`src/rtl/fetch_unit.sv`:
```
// Instruction-fetch stage: one outstanding imem read, instruction register with valid/ready to decode.
// Optional misaligned-PC trap enabled by defining FETCH_MISALIGN_TRAP_EN.
module fetch_unit #(
  parameter int unsigned       ADDR_W    = 32,
  parameter int unsigned       DATA_W    = 32,
  parameter logic [DATA_W-1:0] NOP_INSTR = 32'h00000013
) (
  input  logic              clk,
  input  logic              reset,
  input  logic              fetch_en,
  input  logic [ADDR_W-1:0] pc,
  output logic              pc_write,
  input  logic              flush,
  output logic              imem_req,
  output logic [ADDR_W-1:0] imem_addr,
  input  logic              imem_rvalid,
  input  logic [DATA_W-1:0] imem_rdata,
  output logic              instr_valid,
  output logic [DATA_W-1:0] instr,
  output logic [ADDR_W-1:0] instr_pc,
  input  logic              instr_ready,
  output logic              fetch_fault
);

  typedef enum logic [2:0] {
    S_IDLE,
    S_WAIT,
    S_DROP,
    S_HOLD
`ifdef FETCH_MISALIGN_TRAP_EN
    , S_FAULT
`endif
  } state_t;

  state_t            state, state_n;
  logic [ADDR_W-1:0] req_pc;
  logic              can_issue;
  logic              issue;
  logic              capture;
  logic              kill;
  logic              release_instr;
  logic              fault_set;
  logic              fault_clr;

  always_comb begin
    state_n       = state;
    issue         = 1'b0;
    capture       = 1'b0;
    kill          = 1'b0;
    release_instr = 1'b0;
    fault_set     = 1'b0;
    fault_clr     = 1'b0;
    can_issue     = fetch_en && !flush &&
                    ((state == S_IDLE) || ((state == S_HOLD) && instr_ready));

    // Issue decision is shared by IDLE and HOLD; the case below refines HOLD exits.
    if (can_issue) begin
`ifdef FETCH_MISALIGN_TRAP_EN
      if (pc[1:0] != 2'b00) begin
        fault_set = 1'b1;
        state_n   = S_FAULT;
      end else
`endif
      begin
        issue   = 1'b1;
        state_n = S_WAIT;
      end
    end

    case (state)
      S_WAIT: begin
        if (imem_rvalid) begin
          capture = !flush;
          state_n = flush ? S_IDLE : S_HOLD;
        end else if (flush) begin
          state_n = S_DROP;
        end
      end
      S_DROP: begin
        if (imem_rvalid) state_n = S_IDLE;
      end
      S_HOLD: begin
        if (flush) begin
          kill    = 1'b1;
          state_n = S_IDLE;
        end else if (instr_ready) begin
          release_instr = 1'b1;
          if (!can_issue) state_n = S_IDLE;
        end
      end
`ifdef FETCH_MISALIGN_TRAP_EN
      S_FAULT: begin
        if (flush) begin
          fault_clr = 1'b1;
          state_n   = S_IDLE;
        end
      end
`endif
      default: ;
    endcase

    imem_req  = issue && !reset;
    pc_write  = issue && !reset;
    imem_addr = (issue && !reset) ? pc : '0;
  end

  always_ff @(posedge clk or posedge reset) begin
    if (reset) begin
      state       <= S_IDLE;
      instr_valid <= 1'b0;
      instr       <= NOP_INSTR;
      instr_pc    <= '0;
      req_pc      <= '0;
    end else begin
      state <= state_n;
      if (issue) req_pc <= pc;
      if (capture) begin
        instr       <= imem_rdata;
        instr_pc    <= req_pc;
        instr_valid <= 1'b1;
      end else if (kill) begin
        instr_valid <= 1'b0;
        instr       <= NOP_INSTR;
      end else if (release_instr) begin
        instr_valid <= 1'b0;
      end
`ifdef FETCH_MISALIGN_TRAP_EN
      if (fault_set) instr_pc <= pc;
`endif
    end
  end

`ifdef FETCH_MISALIGN_TRAP_EN
  always_ff @(posedge clk or posedge reset) begin
    if (reset) begin
      fetch_fault <= 1'b0;
    end else if (fault_set) begin
      fetch_fault <= 1'b1;
    end else if (fault_clr) begin
      fetch_fault <= 1'b0;
    end
  end
`else
  assign fetch_fault = 1'b0;
`endif

endmodule

```
`config.mk`:
```
export PLATFORM = sky130hd
export DESIGN_NAME = fetch_unit
export DESIGN_NICKNAME = d
export VERILOG_FILES = /design/src/rtl/fetch_unit.sv
export SDC_FILE = /design/constraint.sdc
export NUM_CORES = 1
export LEC_CHECK = 0
export ABC_CLOCK_PERIOD_IN_PS = 3800
export BUFFER_PORTS_ARGS = -buffer_cell sky130_fd_sc_hd__buf_2
export CAP_MARGIN = 20
export CELL_PAD_IN_SITES_DETAIL_PLACEMENT = 0
export CELL_PAD_IN_SITES_GLOBAL_PLACEMENT = 2
export CORE_MARGIN = 2
export CORE_UTILIZATION = 29
export CTS_CLUSTER_SIZE = 25
export DETAILED_ROUTE_END_ITERATION = 10
export PLACE_DENSITY = 0.77
export SLEW_MARGIN = 10
export SYNTH_ARGS = -nofsm -noshare
export SYNTH_HDL_FRONTEND = slang
export SYNTH_SLANG_ARGS = --single-unit
```
`constraint.sdc`:
```
create_clock -name clk -period 3.8 [get_ports clk]
set_input_delay 0.19 -clock clk [delete_from_list [all_inputs] [get_ports clk]]
set_output_delay 0.19 -clock clk [all_outputs]
set_load 0.02 [all_outputs]
```
==> metrics.md, run 1 <==
| Metric | Value |
|---|---|
| Outcome | finished, final reports clean |
| First-pass GRT wire length | 15,600 microns |
| CTS Sinks | 100 |
| IO Count | 170 |
| Clk root buf | clkbuf_16 |
| Post-synth EDFFs | 0 |
| Share of post-route cells with drive strength above 1 | 51.2% |
| Vias/cell | 4.32 |
| Width of the die | 127 microns |
| Hold Crit Depth | 2 |
| Iter 0 DRT Violations | between 100 and 150 |
| Worst-path cell chain | dlygate4sd3_1, buf_2, inv_4, o211a_1, and2_1, buf_2 |
| Detailed Place HPWL | slightly below 7000 microns |
| Postcts setup bufs | 0 |
| Number of nets in the layout | 573 |
| Synth Area per Inst | 12.8 sq um |
| Cell count after synthesis | 342 |
| Synthesized cell area | 4390 sq um |
| Full die area | 16,100 sq um |
| Post-Synth Adder-Cell Area | 0% |
| Largest net degree at the start of global routing | 58 |
| Setup tns final | 0 ns |
| Multi-input gate area | 1640 sq um |
| Post-synthesis compound-gate area fraction | 1.48% |
| Worst vdd ir | 253 uV |
| Largest family of logic cells by synthesized area | multiplexers |
| Initial Util | around 30% |
| GPL Wtd Cong | about 0.70 |
| Global route overflow | 0 |
| R2R Setup Slk | 1.58 ns |
| Hold_sp | pc[9] |
| Net Count, Synth | 412 |
| Setup CP Type | input port to output pin |
| Final Critical Period | approximately 2.6 ns |
| Wire per inst | 13.9 microns |
| Yosys top cell area share | ~55% |
| CP max FO | 45 |
| Leading area contributor after synthesis | dfrtp_1 |
| Core area | 14,600 sq um |
| Clock Latency Late Sink | 0.34 ns |
| CP Capture Type | output pin |
| Worst r2r dst | instr[1]$_DFFE_PP1P_ |
| Most used cell, CP | buf_2 |
| Final period utilization | about two thirds |
| Simple-gate area share of the yosys netlist | 9.89% |
| Final setup fails | 0 |
| Row cnt | 44 |
| Largest stage delay on the critical path | 0.73 ns |
| Synthesis Warnings | 0 |
| Area contributors post-synth | dfrtp_1 55%, mux2_2 12%, mux2_4 6.8%, mux2i_1 6.6%, and2_1 4.6% |
| Worst slew pin tran | 0.743 ns |
| Clock Tree Buf Depth | 2 |
| Unrepaired setup endpoints after global routing | false |
| Worst r2r src | state[0]$_DFF_PP0_ |
| Clk slew on worst S/H paths | 0.07 ns |
| Xor/xnor share of the synthesized area | 0% |
| Vias | 2,987 |
| Hold_buf cts | 1 |
| Hold Violations, Final | 0 |
| Worst Clk Skew | approximately 0.004 ns |
| Crit-path leading delay family | buffers and inverters |
| Number of remaining DRC errors | 0 |
| Final Max Slew Viols | 0 |
| Synth Flop Type | dfrtp_1 |
| Drt first pass iters | 3 |
| Hold-critical path endpoint | req_pc[9]$_DFFE_PP0P_ |
| Leak Pwr | around 0.0032 uW |
| Max-cap violation count | 0 |
| R2R depth | 4 |
| Netlist cell types | 30 |
| # fillers | 1,458 |
| Mux cell area share after synthesis | 25.5% |
| Buf/Inv on CP | 4 |
| I/O Buffers | 168 |
| Antenna cell count | 0 |
| Number of global-route vias before repair | 3,077 |
| Cts bufs inserted | 9 |
| F_max | 385 MHz |
| FF/Latch Area | 2510 sq um |
| Crit path DAT | 2.41 ns |
| Fraction of registers with async set or reset after synthesis | 100% |
| Seq/Total Area, Yosys | between 50% and 60% |
| CTS tree | done |
| CP Launch Type | input port |
| Most common cell after layout, fill and taps aside | buf_2 |
| Critical path's slowest cell | o211a_1 |
| Worst hold path class | input port to register |
| Slew margin rel. | 50.4% |
| Hold slack | 0.0689 ns |
| Most frequent cells in the layout | 168 x buf_2, 97 x dfrtp_1, 45 x mux2_2 |
| CTS-repair resized insts | 0 |
| CP Data Required Time | 3.61 ns |
| Pwr dens | between 600 and 700 nW/um^2 |
| Final ANT Viol Nets | 0 |
| Die H | 127 microns |
| Global Route Usage Sum | 12.3% |
| DRT Wirelength | 9640 microns |
| Flops & latches, synth | 100 |
| H-tree depth | 3 |
| Antenna violations before repair | 0 |
| Area growth from synthesis to layout | 29.4% |
[state kept, by name, summed over array words and instances (netlist names)]
register,count
instr_pc,32
req_pc,32
instr,32
state,3
instr_valid,1
[per-stage QoR]
step / power, uW / area (sq um) / setup WS [ns] / cells / utilization, %
floorplan: 2580 / 4390 / 0.409 / 342 / -
CTS: 3990 / 5650 / 1.08 / 691 / 38.6
finish: 3910 / 5680 / 1.20 / 692 / 38.8
global placement: 3040 / 5360 / 1.60 / 674 / 36.6
detailed placement: 3080 / 5360 / 1.55 / 674 / 36.6
global route: 4170 / 5680 / 0.867 / 692 / 38.8
[cell families after synthesis]
kind of cell	Yosys count
other cells	1
flops	100
mux	96
compound gates	10
buf+inv	55
simple gates	80
[worst max path at each step]
stage	cells after the start	from	slack [ns]	to
global route	6	reset	0.87	imem_addr[0]
CTS	6	reset	1.08	imem_addr[11]
finish	6	reset	1.20	imem_addr[11]
detailed placement	4	state[0]$_DFF_PP0_	1.55	instr[4]$_DFFE_PP1P_
global placement	4	state[0]$_DFF_PP0_	1.60	instr[4]$_DFFE_PP1P_
floorplan	4	reset	0.41	imem_addr[22]
[cell type report]
class                           instances  share of cell area [%]
Timing Repair Buffer                  173                    15.9
Inverter                               32                    2.16
Clock buffer                           10                    4.03
Sequential cell                       100                    44.1
Clock inverter                          6                   0.947
Multi-Input combinational cell        187                    28.8
Tap cell                              184                    4.05
[report_power, final]
group          internal, uW  total [uW]  switching [uW]
logic                   601        1350             748
registers              1480        1680             208
clock network           456         878             422
total                  2530        3910            1380
[Yosys cell counts, drive strengths merged, types with 2 or more instances]
cell and instances:
a21oi 2, and2 32, buf 19, clkbuf 4, dfrtp 97, dfstp 3, inv 32, mux2 67
mux2i 29, nand2 31, nand2b 3, nand3b 2, nor2 6, nor3b 2, o21ai 4
[per-layer routing]
layer  global-route usage, %  up-vias  wire length (microns)
met2                    20.4       83                   4860
met4                    4.85        0                    152
met5                       0        -                      0
met3                    3.31        9                    478
met1                    15.5     1465                   4160
li1                        -     1430                      -
[worst register-to-register path: stages, from the launching register on]
cell	delay [ns]
dfrtp_1	0.47
nor4b_2	0.22
nand2_4	0.54
buf_4	0.52
mux2_2	0.39
(Power assumes the default switching activity.)
==> run 2: changes to the inputs <==
--- a/config.mk
+++ b/config.mk
@@ -5,16 +5,16 @@
 export SDC_FILE = /design/constraint.sdc
 export NUM_CORES = 1
 export LEC_CHECK = 0
-export ABC_CLOCK_PERIOD_IN_PS = 3800
+export ABC_CLOCK_PERIOD_IN_PS = 2300
 export BUFFER_PORTS_ARGS = -buffer_cell sky130_fd_sc_hd__buf_2
 export CAP_MARGIN = 20
 export CELL_PAD_IN_SITES_DETAIL_PLACEMENT = 0
 export CELL_PAD_IN_SITES_GLOBAL_PLACEMENT = 2
 export CORE_MARGIN = 2
-export CORE_UTILIZATION = 29
+export CORE_UTILIZATION = 28
 export CTS_CLUSTER_SIZE = 25
 export DETAILED_ROUTE_END_ITERATION = 10
-export PLACE_DENSITY = 0.77
+export PLACE_DENSITY = 0.78
 export SLEW_MARGIN = 10
 export SYNTH_ARGS = -nofsm -noshare
 export SYNTH_HDL_FRONTEND = slang
==> constraint.sdc (replaced) <==
create_clock -name clk -period 2.3 [get_ports clk]
set_input_delay 0.115 -clock clk [delete_from_list [all_inputs] [get_ports clk]]
set_output_delay 0.115 -clock clk [all_outputs]
set_load 0.02 [all_outputs]
==> run 2 against run 1 <==
Against the previous run: sequential power grew 67%; register-to-register slack got worse by 1.2 ns; wire length grew 5.0%; critical path type is now register to output pin; global-route usage about the same; sequential share of layout area shrank 3.2 points.
==> metrics.md, run 2 (synthesis results as in run 1) <==
| Metric | Value |
|---|---|
| Outcome | finished, final reports clean |
| Unrepaired setup endpoints after global routing | false |
| I/O Buffers | 168 (unchanged) |
| DRT Wirelength | 10,100 microns (+5.0%) |
| Final Max Slew Viols | 0 (unchanged) |
| Most common cell after layout, fill and taps aside | buf_2 |
| Most frequent cells in the layout | 168 x buf_2, 97 x dfrtp_1, 45 x mux2_2 |
| Clk root buf | clkbuf_16 |
| Clock Latency Late Sink | 0.35 ns (about the same) |
| CP max FO | 34 (-24%) |
| Setup CP Type | register to output pin |
| F_max | 482 MHz |
| Design Area, Final | 6130 sq um (+7.9%) |
| Crit path DAT | 1.96 ns (-0.45 ns) |
| Total power | 6610 uW (+69%) |
| CTS Sinks | 100 (unchanged) |
| Core area | 15,300 sq um (+4.2%) |
| Slew margin rel. | 61.3% (+11 points) |
| Wire per inst | 13.4 microns (-3.8%) |
| Leak Pwr | 0.00339 uW (+5.6%) |
| Detailed Place HPWL | 6700 microns (-2.7%) |
| CTS-repair resized insts | 0 (unchanged) |
| Max-cap violation count | 0 (unchanged) |
| Worst hold path class | input port to register |
| CP Data Required Time | 2.18 ns (-1.43 ns) |
| Cell Area, Placed | 5480 sq um (+2.3%) |
| # fillers | 1,471 (+0.89%) |
| Met2 usage | 20.4% (+0.036 points) |
| Iter 0 DRT Violations | 82 (-23%) |
| Largest net degree at the start of global routing | 101 (+74%) |
| CTS tree | done |
| Largest regs | instr (32), instr_pc (32), req_pc (32) |
| Vias | 3,168 (+6.1%) |
| Global route overflow | 0 (unchanged) |
| Initial Util | 28.8% (-1.2 points) |
| Cts bufs inserted | 9 (unchanged) |
| CP Launch Type | register |
| Pwr dens | 1080 nW/um^2 (+57%) |
| Area growth from synthesis to layout | 39.6% |
| Clk slew on worst S/H paths | 0.07 ns (about the same) |
| Number of global-route vias before repair | 3,174 (+3.2%) |
| Number of nets in the layout | 609 (+6.3%) |
| R2R depth | 4 (unchanged) |
| First-pass GRT wire length | 15,900 microns (+1.3%) |
| Worst slew pin tran | 0.581 ns (-0.162 ns) |
| IO Count | 170 (unchanged) |
| Antenna violations before repair | 0 (unchanged) |
| Postcts setup bufs | 0 (unchanged) |
| Worst Clk Skew | 0.00676 ns (+0.00276 ns) |
| Width of the die | 129 microns (+1.7%) |
| Row cnt | 45 (+2.3%) |
| Die H | 129 microns (+1.7%) |
| Antenna cell count | 0 (unchanged) |
| CP Capture Type | output pin |
| Final setup fails | 0 (unchanged) |
| Multi-input gate area | 1660 sq um (+1.2%) |
| Global Route Usage Sum | 12.3% (about the same) |
| GPL Wtd Cong | 0.692 (-1.4%) |
| Hold Crit Depth | 3 (+1) |
| Met1 usage | 15.3% (-0.22 points) |
| Worst vdd ir | 375 uV (+48%) |
| Final ANT Viol Nets | 0 (unchanged) |
| Full die area | 16,700 sq um (+3.5%) |
| Number of remaining DRC errors | 0 (unchanged) |
| GR peak layer | met2 |
| Drt first pass iters | 4 (+1) |
| H-tree depth | 3 (unchanged) |
| FF/Latch Area | 2510 sq um (unchanged) |
| Final period utilization | 90.2% |
| Clock Tree Buf Depth | 2 (unchanged) |
| Vias/cell | 4.20 (-2.8%) |
| Fin util | 40.2% (+1.4 points) |
| Final Critical Period | 2.08 ns |
| Hold Violations, Final | 0 (unchanged) |
| Met3 layer usage reported by global route | 3.43% (+0.12 points) |
| Share of post-route cells with drive strength above 1 | 49.8% (-1.4 points) |
[run 2: final timing paths]
kind | from | end | slack [ns]
max | state[2]$_DFF_PP0_ | imem_addr[23] | 0.22
min | imem_rdata[2] | instr[2]$_DFFE_PP0P_ | 0.009
max reg2reg | state[2]$_DFF_PP0_ | instr_pc[13]$_DFFE_PP0P_ | 0.41
min reg2reg | req_pc[20]$_DFFE_PP0P_ | req_pc[20]$_DFFE_PP0P_ | 0.50
max in group asynchronous | reset | req_pc[31]$_DFFE_PP0P_ | 1.32
min in group asynchronous | reset | instr[21]$_DFFE_PP0P_ | 0.52
[run 2: routing by layer]
metal  vias up  wire, microns
li1       1507              -
met3        12            591
met5         -              0
met2        97           4970
met1      1552           4380
met4         0            193
[run 2: timing repair]
action | in CTS | in global routing
setup endpoints to repair | 0 | 0
hold buffers | 34 | 0
hold endpoints to repair | 130 | 0
[run 2: cell type report]
type / instances / area share [%]
Sequential cell: 100 / 40.9
Multi-Input combinational cell: 187 / 27.1
Tap cell: 211 / 4.31
Inverter: 32 / 2.02
Timing Repair Buffer: 209 / 20.7
Clock buffer: 11 / 3.96
Clock inverter: 5 / 1.00
[run 2: worst max-delay path: stages (launching register included)]
cell and delay (ns):
dfrtp_1 0.49, nor3b_2 0.30, o211a_1 0.19, buf_4 0.29
and2_4 0.20, buf_2 0.15
[run 2: power breakdown]
part	leakage, uW	internal, uW	switching [uW]	total, uW
logic	0.00204	1040	1230	2270
registers	0.00121	2440	357	2800
clock network	0.000150	878	667	1540
total	0.00339	4360	2250	6610
[run 2: metrics by stage]
| step | std cells | worst slack, ns | hold slack (ns) | setup TNS (ns) |
|---|---|---|---|---|
| 2_1_floorplan | 342 | -0.120 | 0.242 | -2.90 |
| 3_3_place_gp | 705 | 0.455 | 0.344 | 0 |
| 3_5_place_dp | 705 | 0.403 | 0.355 | 0 |
| 4_1_cts | 755 | 0.178 | 0.000683 | 0 |
| 5_1_grt | 755 | 0.0511 | 0.00359 | 0 |
| 6_report | 755 | 0.224 | 0.00887 | 0 |
==> run 3: changes to the inputs <==
--- a/config.mk
+++ b/config.mk
@@ -14,7 +14,7 @@
 export CORE_UTILIZATION = 28
 export CTS_CLUSTER_SIZE = 25
 export DETAILED_ROUTE_END_ITERATION = 10
-export PLACE_DENSITY = 0.78
+export PLACE_DENSITY_LB_ADDON = 0.1
 export SLEW_MARGIN = 10
 export SYNTH_ARGS = -nofsm -noshare
 export SYNTH_HDL_FRONTEND = slang
==> run 3 against run 2 <==
Against the previous run: first-iteration DRC count increased by 27%; critical endpoint is now imem_addr[27]; register-to-register slack improved by 0.11 ns; global-route usage increased by 0.50 points.
==> metrics.md, run 3 (synthesis results as in run 1) <==
| Metric | Value |
|---|---|
| Final setup fails | 0 (unchanged) |
| Worst hold path class | input port to register |
| Area growth from synthesis to layout | 41.8% |
| Initial Util | 28.8% (unchanged) |
| IO Count | 170 (unchanged) |
| Unrepaired setup endpoints after global routing | false |
| First-pass GRT wire length | 16,300 microns (+2.8%) |
| CTS Sinks | 100 (unchanged) |
| Largest stage delay on the critical path | 0.49 ns (about the same) |
| Most common cell after layout, fill and taps aside | buf_2 |
| CTS tree | done |
| CP max FO | 24 (-29%) |
| Hold_sp | imem_rdata[29] |
| Iter 0 DRT Violations | 104 (+27%) |
| Crit-path leading delay family | simple AND/OR/NAND/NOR gates |
| Clk root buf | clkbuf_16 |
| Worst slew pin tran | 0.553 ns (-0.0277 ns) |
| CTS-repair resized insts | 0 (unchanged) |
| Final ANT Viol Nets | 0 (unchanged) |
| FF/Latch Area | 2510 sq um (unchanged) |
| Dpl cells | 707 (+0.28%) |
| I/O Buffers | 168 (unchanged) |
| Clock Latency Late Sink | 0.34 ns (about the same) |
| Width of the die | 129 microns (unchanged) |
| Vias/cell | 4.13 (-1.5%) |
| CP Launch Type | register |
| Final Max Slew Viols | 0 (unchanged) |
| Worst r2r dst | req_pc[0]$_DFFE_PP0P_ |
| Drt first pass iters | 4 (unchanged) |
| Global Route Usage Sum | 12.8% (+0.50 points) |
| Critical path's slowest cell | dfrtp_1 |
| Hold Crit Depth | 3 (unchanged) |
| Slew margin rel. | 63.1% (+1.8 points) |
| Row cnt | 45 (unchanged) |
| Worst Clk Skew | 0.00581 ns (-0.000950 ns) |
| Worst vdd ir | 374 uV (-0.16%) |
| Share of post-route cells with drive strength above 1 | 49.4% (-0.45 points) |
| H-tree depth | 3 (unchanged) |
| GPL Wtd Cong | 0.670 (-3.2%) |
| Finished Layout Cells | 764 (+1.2%) |
| Wire per inst | 13.7 microns (+2.3%) |
| Hold slack | 0.0144 ns (+0.00554 ns) |
| Fin util | 40.8% (+0.64 points) |
| Setup CP Type | register to output pin |
| Vias | 3,157 (-0.35%) |
| Most frequent cells in the layout | 168 x buf_2, 97 x dfrtp_1, 45 x mux2_2 |
| Number of global-route vias before repair | 3,077 (-3.1%) |
| F_max | 481 MHz (-0.15%) |
| Number of remaining DRC errors | 0 (unchanged) |
| Setup tns final | 0 ns (unchanged) |
| Buf/Inv on CP | 2 (unchanged) |
| Die H | 129 microns (unchanged) |
| Number of nets in the layout | 618 (+1.5%) |
| Crit path DAT | 1.96 ns (about the same) |
| Pwr dens | 1080 nW/um^2 (-0.22%) |
| R2R Setup Slk | 0.52 ns (+0.11 ns) |
| Antenna cell count | 0 (unchanged) |
| CP Data Required Time | 2.18 ns (about the same) |
| Final period utilization | 90.4% (+0.14 points) |
| Clk slew on worst S/H paths | 0.06 ns (about the same) |
| Worst r2r src | state[1]$_DFF_PP0_ |
| Multi-input gate area | 1660 sq um (unchanged) |
| Detailed Place HPWL | 7110 microns (+6.2%) |
| Worst setup startpoint | state[2]$_DFF_PP0_ |
| # fillers | 1,515 (+3.0%) |
| Cts bufs inserted | 9 (unchanged) |
| Hold-critical path endpoint | instr[29]$_DFFE_PP0P_ |
| Clock Tree Buf Depth | 2 (unchanged) |
| Antenna violations before repair | 0 (unchanged) |
| Max-cap violation count | 0 (unchanged) |
| Core area | 15,300 sq um (unchanged) |
| Final Critical Period | 2.08 ns (+0.00321 ns) |
| CP Capture Type | output pin |
| Leak Pwr | 0.00344 uW (+1.4%) |
| Largest net degree at the start of global routing | 101 (unchanged) |
| Outcome | finished, final reports clean |
| Largest regs | instr (32), instr_pc (32), req_pc (32) |
| Worst-path cell chain | nor3b_2, o211a_1, buf_4, and2_4, buf_2 |
| Full die area | 16,700 sq um (unchanged) |
| Global route overflow | 0 (unchanged) |
| R2R depth | 4 (unchanged) |
| Hold Violations, Final | 0 (unchanged) |
| DRT Wirelength | 10,500 microns (+3.5%) |
## run 3: cell type report
cell class / count / area share (%)
clock inverter: 6 / 1.41
tap: 211 / 4.24
multi-input combinational: 187 / 26.6
inverter: 32 / 1.99
clock buffer: 10 / 3.68
timing repair buffer: 218 / 21.8
sequential: 100 / 40.3
## run 3: metrics by stage
stage / total power, uW / area, sq um / setup WS (ns)
final: 6700 / 6220 / 0.221
after global routing: 7130 / 6220 / 0.0905
after CTS: 6830 / 6220 / 0.172
after detailed placement: 5100 / 5500 / 0.501
after global placement: 5060 / 5500 / 0.529
after floorplan: 4270 / 4420 / -0.120
## run 3: tightest hold or removal path, delay by kind of cell
family   cells  cell delay, ns
buf+inv      2            0.14
mux          1            0.05
## run 3: per-layer routing
metal | share of wire, % | track usage [%] | wire length [microns] | vias to the layer above
met5 | 0 | 0 | 0 | -
met4 | 1.6 | 5.75 | 170 | 0
met1 | 46 | 17.0 | 4800 | 1523
met3 | 5.2 | 2.68 | 546 | 11
li1 | - | - | - | 1527
met2 | 47 | 20.2 | 4960 | 96
## run 3: repair_timing
item / CTS / global route
hold buffers: 41 / 0
endpoints found under the hold margin: 137 / 0
setup buffers: 0 / 0
## run 3: power breakdown
group,total [uW],switching (uW),internal [uW]
Clock,1630,671,957
Sequential,2780,335,2440
Combinational,2300,1250,1040
Total,6700,2260,4440
## run 3: how the worst max path moves through the flow
stage | endpoint | cells after the start
floorplan | imem_addr[10] | 4
global placement | instr_pc[19]$_DFFE_PP0P_ | 4
detailed placement | instr_pc[14]$_DFFE_PP0P_ | 4
CTS | imem_addr[23] | 5
global route | imem_addr[27] | 5
finish | imem_addr[27] | 5
